## config.mk

```make
export PLATFORM = sky130hd
export DESIGN_NAME = guitar_input_conditioner_flat
export DESIGN_NICKNAME = d
export VERILOG_FILES = /design/src/rtl/guitar_input_conditioner_pkg.sv /design/src/rtl/guitar_input_conditioner_if.sv /design/src/rtl/guitar_input_conditioner_debounce.sv /design/src/rtl/guitar_input_conditioner.sv /design/src/flat_wrapper.sv
export SDC_FILE = /design/constraint.sdc
export NUM_CORES = 1
export LEC_CHECK = 0
export ABC_AREA = 1
export CAP_MARGIN = 20
export CORE_UTILIZATION = 50
export DETAILED_ROUTE_END_ITERATION = 8
export PLACE_DENSITY_LB_ADDON = 0.15
export SLEW_MARGIN = 0
export SYNTH_ARGS = -nofsm -noshare
export SYNTH_HDL_FRONTEND = slang
export SYNTH_HIERARCHICAL = 1
export SYNTH_SLANG_ARGS = --single-unit
export TNS_END_PERCENT = 20
```

## constraint.sdc

```tcl
create_clock -name clock -period 1.82 [get_ports clock]
set_input_delay 0.273 -clock clock [delete_from_list [all_inputs] [get_ports clock]]
set_output_delay 0.273 -clock clock [all_outputs]
set_load 0.05 [all_outputs]
```

## src/rtl/guitar_input_conditioner_pkg.sv

```systemverilog
// Shared constants and sizing helper for the guitar input conditioner.
package guitar_input_pkg;

    localparam int NUM_FRETS = 4;
    localparam int NUM_LANES = 4;

    localparam int DEF_SYNC_STAGES     = 2;
    localparam int DEF_DEBOUNCE_CYCLES = 500000;
    localparam int DEF_GAMECLK_DIV     = 833333;

    // Bits needed to hold the values 0..n-1 (at least one bit).
    function automatic int cnt_width(input int n);
        int w;
        w = 1;
        while ((64'(1) << w) < 64'(n)) w++;
        return w;
    endfunction

endpackage

```

## src/rtl/guitar_input_conditioner_if.sv

```systemverilog
// Raw controller/sensor pins in, conditioned processor-domain levels out.
interface guitar_input_conditioner_if;
    import guitar_input_pkg::*;

    logic [NUM_FRETS-1:0] btn_raw;
    logic                 strum_raw;
    logic [NUM_LANES-1:0] isect_raw;
    logic [NUM_FRETS-1:0] buttons;
    logic [NUM_LANES-1:0] intersections;
    logic                 strum;
    logic                 gameclk;

    modport master (
        output btn_raw, strum_raw, isect_raw,
        input  buttons, intersections, strum, gameclk
    );

    modport slave (
        input  btn_raw, strum_raw, isect_raw,
        output buttons, intersections, strum, gameclk
    );

endinterface

```

## src/rtl/guitar_input_conditioner_debounce.sv

```systemverilog
// One raw input: SYNC_STAGES-deep synchronizer followed by a consecutive-cycle debounce counter.
module debounce_channel
    import guitar_input_pkg::*;
#(
    parameter int SYNC_STAGES     = DEF_SYNC_STAGES,
    parameter int DEBOUNCE_CYCLES = DEF_DEBOUNCE_CYCLES
) (
    input  logic clock,
    input  logic reset,
    input  logic raw,
    output logic stable,
    output logic rise
);

    localparam int            CW   = cnt_width(DEBOUNCE_CYCLES);
    localparam logic [CW-1:0] LAST = CW'(DEBOUNCE_CYCLES - 1);

    logic [SYNC_STAGES-1:0] sync_q;
    logic [CW-1:0]          cnt;
    logic                   synced;
    logic                   accept;

    assign synced = sync_q[SYNC_STAGES-1];
    assign accept = (synced != stable) && (cnt == LAST);

    // Strobes on the cycle a new high level is accepted, so the consumer's
    // register lines up with the stable edge rather than trailing it.
    assign rise = accept && synced;

    always_ff @(posedge clock) begin
        if (reset) begin
            sync_q <= '0;
            cnt    <= '0;
            stable <= 1'b0;
        end else begin
            sync_q <= {sync_q[SYNC_STAGES-2:0], raw};
            if (synced == stable) begin
                cnt <= '0;
            end else if (accept) begin
                stable <= synced;
                cnt    <= '0;
            end else begin
                cnt <= cnt + 1'b1;
            end
        end
    end

endmodule

```

## src/rtl/guitar_input_conditioner.sv

```systemverilog
// Guitar front end: debounced frets/strum, synchronized sensors, game timebase.
// Define STRUM_HOLD_EN to make strum a level held until the next game tick.
module guitar_input_conditioner
    import guitar_input_pkg::*;
#(
    parameter int SYNC_STAGES     = DEF_SYNC_STAGES,
    parameter int DEBOUNCE_CYCLES = DEF_DEBOUNCE_CYCLES,
    parameter int GAMECLK_DIV     = DEF_GAMECLK_DIV
) (
    input logic                        clock,
    input logic                        reset,
    guitar_input_conditioner_if.slave  io
);

    localparam int            GW      = cnt_width(GAMECLK_DIV);
    localparam logic [GW-1:0] GC_LAST = GW'(GAMECLK_DIV - 1);
    localparam logic [GW-1:0] GC_HALF = GW'(GAMECLK_DIV / 2);

    logic [NUM_FRETS-1:0]                  btn_stable;
    logic [NUM_FRETS-1:0]                  btn_rise_unused;
    logic                                  strum_rise;
    logic                                  strum_level_unused;
    logic [SYNC_STAGES-1:0][NUM_LANES-1:0] isect_q;
    logic [GW-1:0]                         gc_cnt;
    logic                                  gameclk_q;
    logic                                  strum_q;
    logic                                  gc_wrap;

    for (genvar i = 0; i < NUM_FRETS; i++) begin : g_btn
        debounce_channel #(
            .SYNC_STAGES    (SYNC_STAGES),
            .DEBOUNCE_CYCLES(DEBOUNCE_CYCLES)
        ) u_ch (
            .clock (clock),
            .reset (reset),
            .raw   (io.btn_raw[i]),
            .stable(btn_stable[i]),
            .rise  (btn_rise_unused[i])
        );
    end

    debounce_channel #(
        .SYNC_STAGES    (SYNC_STAGES),
        .DEBOUNCE_CYCLES(DEBOUNCE_CYCLES)
    ) u_strum (
        .clock (clock),
        .reset (reset),
        .raw   (io.strum_raw),
        .stable(strum_level_unused),
        .rise  (strum_rise)
    );

    // The cycle the counter sits at 0 is the one whose edge raises gameclk.
    assign gc_wrap = (gc_cnt == '0);

    always_ff @(posedge clock) begin
        if (reset) begin
            isect_q   <= '0;
            gc_cnt    <= '0;
            gameclk_q <= 1'b0;
            strum_q   <= 1'b0;
        end else begin
            isect_q   <= {isect_q[SYNC_STAGES-2:0], io.isect_raw};
            gc_cnt    <= (gc_cnt == GC_LAST) ? '0 : gc_cnt + 1'b1;
            gameclk_q <= (gc_cnt < GC_HALF);
`ifdef STRUM_HOLD_EN
            // Set beats clear when both land on the same edge.
            strum_q   <= strum_rise | (strum_q & ~gc_wrap);
`else
            strum_q   <= strum_rise;
`endif
        end
    end

`ifndef STRUM_HOLD_EN
    logic gc_wrap_unused;
    assign gc_wrap_unused = gc_wrap;
`endif

    assign io.buttons       = btn_stable;
    assign io.intersections = isect_q[SYNC_STAGES-1];
    assign io.strum         = strum_q;
    assign io.gameclk       = gameclk_q;

endmodule
```

## src/flat_wrapper.sv

```systemverilog
// flat-port wrapper written by rule: the top's interface ports become plain ports
module guitar_input_conditioner_flat import guitar_input_pkg::*;
#(
    parameter int SYNC_STAGES     = DEF_SYNC_STAGES,
    parameter int DEBOUNCE_CYCLES = DEF_DEBOUNCE_CYCLES,
    parameter int GAMECLK_DIV     = DEF_GAMECLK_DIV
)
  (clock, reset, io_btn_raw, io_strum_raw, io_isect_raw, io_buttons, io_intersections, io_strum, io_gameclk);
  guitar_input_conditioner_if io_i ();
  input logic clock;
  input logic reset;
  input wire logic [$bits(io_i.btn_raw)-1:0] io_btn_raw;
  input wire logic [$bits(io_i.strum_raw)-1:0] io_strum_raw;
  input wire logic [$bits(io_i.isect_raw)-1:0] io_isect_raw;
  output wire logic [$bits(io_i.buttons)-1:0] io_buttons;
  output wire logic [$bits(io_i.intersections)-1:0] io_intersections;
  output wire logic [$bits(io_i.strum)-1:0] io_strum;
  output wire logic [$bits(io_i.gameclk)-1:0] io_gameclk;
  assign io_i.btn_raw = io_btn_raw;
  assign io_i.strum_raw = io_strum_raw;
  assign io_i.isect_raw = io_isect_raw;
  assign io_buttons = io_i.buttons;
  assign io_intersections = io_i.intersections;
  assign io_strum = io_i.strum;
  assign io_gameclk = io_i.gameclk;
  guitar_input_conditioner #(.SYNC_STAGES(SYNC_STAGES), .DEBOUNCE_CYCLES(DEBOUNCE_CYCLES), .GAMECLK_DIV(GAMECLK_DIV)) u_core (.clock(clock), .reset(reset), .io(io_i));
endmodule
```

==> summary.txt <==
Global routing
  • Vias in the first global route: 5327
  • Largest net degree at the start of global routing: 31
  • Initial antenna violation count: 0
  • Grt ovf: 0
  • Global-route wire length before repair: 23200 um
  • GRT Total Usage: 0.197

Die
  • Starting Density: 0.520
  • Full die area: 14400 um^2
  • CORE AREA: 13400 um^2
  • I/O Pins: 21
  • Die height: 120 um
  • Core Rows: 42
  • Die X: 120 um

Finish
  • Seq. cell area: 2800 um^2
  • Area Overhead vs Synth: 13.2%
  • Area of the multi-input gates: 3560 um^2
  • Share of cells above drive strength 1: 0.0774
  • Ant diodes: 0
  • Layout net count: 1052
  • Post-layout util: 0.589
  • Fill cells: 1310

Timing
  • Setup Skew: 0.00607 ns
  • Fmax: 621 MHz
  • Final Hold Vio Count: 0
  • Final setup violation count: 0
  • Fin crit share: 0.885
  • TNS Setup: 0 ns
  • Post-route minimum period: 1.61 ns
  • Slew Limit Fails: 0
  • Relative slew slack: 0.665
  • Least-Margin Pin Slew: 0.501 ns
  • Unrepaired setup endpoints after global routing: false

Synthesis
  • Syn Inst Count: 1004
  • Yosys warnings: 6
  • Syn_area_per_cell: 6.94 um^2
  • Mapped Area: 6970 um^2
  • Syn nets: 1022

Placed design
  • Final GP Congestion: 0.874
  • IO Port Bufs: 20
  • Detail Placement HPWL: 9170 um

Status
  • Status: complete, no violations

Worst setup path
  • Crit-path max FO: 4
  • Highest-delay cell along the critical path: dlygate4sd2_1
  • Crit path DAT: 1.34 ns
  • Critical Path Source: u_core/g_btn[0].u_ch/stable$_SDFFE_PP0P_
  • Critical Path Start Type: flip-flop
  • Buffer and inverter count on the worst path: 1
  • Critical path class: reg2out
  • R2R Path Start: u_core/u_strum/cnt[0]$_SDFF_PP0_
  • CP endpoint kind: output port
  • Critical path's largest stage delay: 0.55 ns
  • Cell Chain, Critical Path: dlygate4sd2_1
  • Worst endpoint required time: 1.55 ns
  • Family with the most delay on the worst path: buffers and inverters

CTS
  • Clk sinks: 140
  • Worst-Skew Late Latency: 0.42 ns
  • Cts bufs inserted: 17
  • Clk buf depth: 2
  • CTS tree: yes
  • H-tree depth: 4
  • Clock root buffer: clkbuf_16
  • # Post-CTS Setup Buffers: 0
  • Clock transition at path regs: 0.06 ns

Power and ir drop
  • Lkg Pwr: 2.77 nW
  • Peak VDD IR: 818 uV
  • P per Cell Area: 827 nW/um^2
  • Pwr Total: 6.53 mW

Run
  • Max_cap viols: 0

Hold path
  • Hold Crit Class: in2reg
  • Min-Delay Startpoint: io_isect_raw[3]

Drt
  • Final Routed Wirelength: 13100 um
  • Via count: 5853
  • Post-route ant nets: 0
  • 1st-iter DRT viols: 427
  • WL/cell: 10.7 um
  • First drt pass iteration count: 5
  • DR vias/cell: 4.79
  • DRC errors left: 0
==> cells in the final DEF, fill, tap and decap left out, drive strengths merged <==
cell type      count
o21ai              3
o21bai             2
xnor2             11
dlygate4sd2        5
clkdlybuf4s50     10
clkinvlp           4
dlymetal6s2s       4
a21oi             36
nor2             241
dfxtp            140
inv              135
or2                1
ha                 7
xor2              51
nor3              22
nand3             79
clkinv             3
a21boi             1
and3               1
nand4             21
nand3b             1
clkbuf            23
buf                4
nor4               1
nand2            240
bufinv             1
==> repair_timing <==
action                                  CTS  global route
endpoints found under the setup margin    5             4
gates resized for setup                   5             4
hold buffers                              0             0
==> sequential cells by signal, indices dropped and copies added (netlist names) <==
register	count
u_core/g_btn.u_ch/cnt	76
u_core/gc_cnt	20
u_core/u_strum/cnt	19
u_core/g_btn.u_ch/sync_q	8
u_core/g_btn.u_ch/stable	4
u_core/io.intersections	4
u_core/isect_q	4
u_core/u_strum/sync_q	2
u_core/io.gameclk	1
u_core/io.strum	1
u_core/u_strum/stable	1
==> path summary, 6_finish.rpt <==
kind                            cells after the start                                    end  slack, ns
worst max-delay path                                1                          io_buttons[0]       0.21
worst min-delay path                                3           u_core/isect_q[3]$_SDFF_PP0_       0.36
worst min register to register                      2  u_core/io.intersections[0]$_SDFF_PP0_       0.40
worst max register to register                      6       u_core/u_strum/cnt[0]$_SDFF_PP0_       0.28
==> stage by stage <==
stage | instance area, um^2 | hold slack [ns] | setup WS, ns | instances
6_report | 7890 | 0.364 | 0.209 | 1223
5_1_grt | 7890 | 0.366 | 0.148 | 1223
4_1_cts | 7880 | 0.354 | 0.00532 | 1223
3_5_place_dp | 7320 | 0.396 | 0.299 | 1191
3_3_place_gp | 7320 | 0.391 | 0.311 | 1191
2_1_floorplan | 6970 | 0.342 | 0.332 | 1004
==> layer usage <==
layer	vias to the layer above	share of wire	global-route usage
met4	0	0.014	0.0656
li1	3162	-	-
met3	18	0.030	0.0461
met1	2590	0.52	0.268
met2	83	0.43	0.306
met5	-	0	0
==> power by group <==
| part | switching [mW] | internal (mW) | leakage [nW] |
|---|---|---|---|
| Clock | 1.28 | 1.99 | 0.266 |
| Sequential | 0.0176 | 3.09 | 1.13 |
| Combinational | 0.0936 | 0.0587 | 1.38 |
| Total | 1.39 | 5.14 | 2.77 |
==> area by class of cell <==
type,count,share of cell area
clock buffers,23,0.0606
clock inverters,9,0.0111
inverters,134,0.0637
multi-input cells,718,0.452
flip-flops and latches,140,0.355
well taps,176,0.0279
repair buffers,23,0.0300
(Power assumes the default switching activity.)
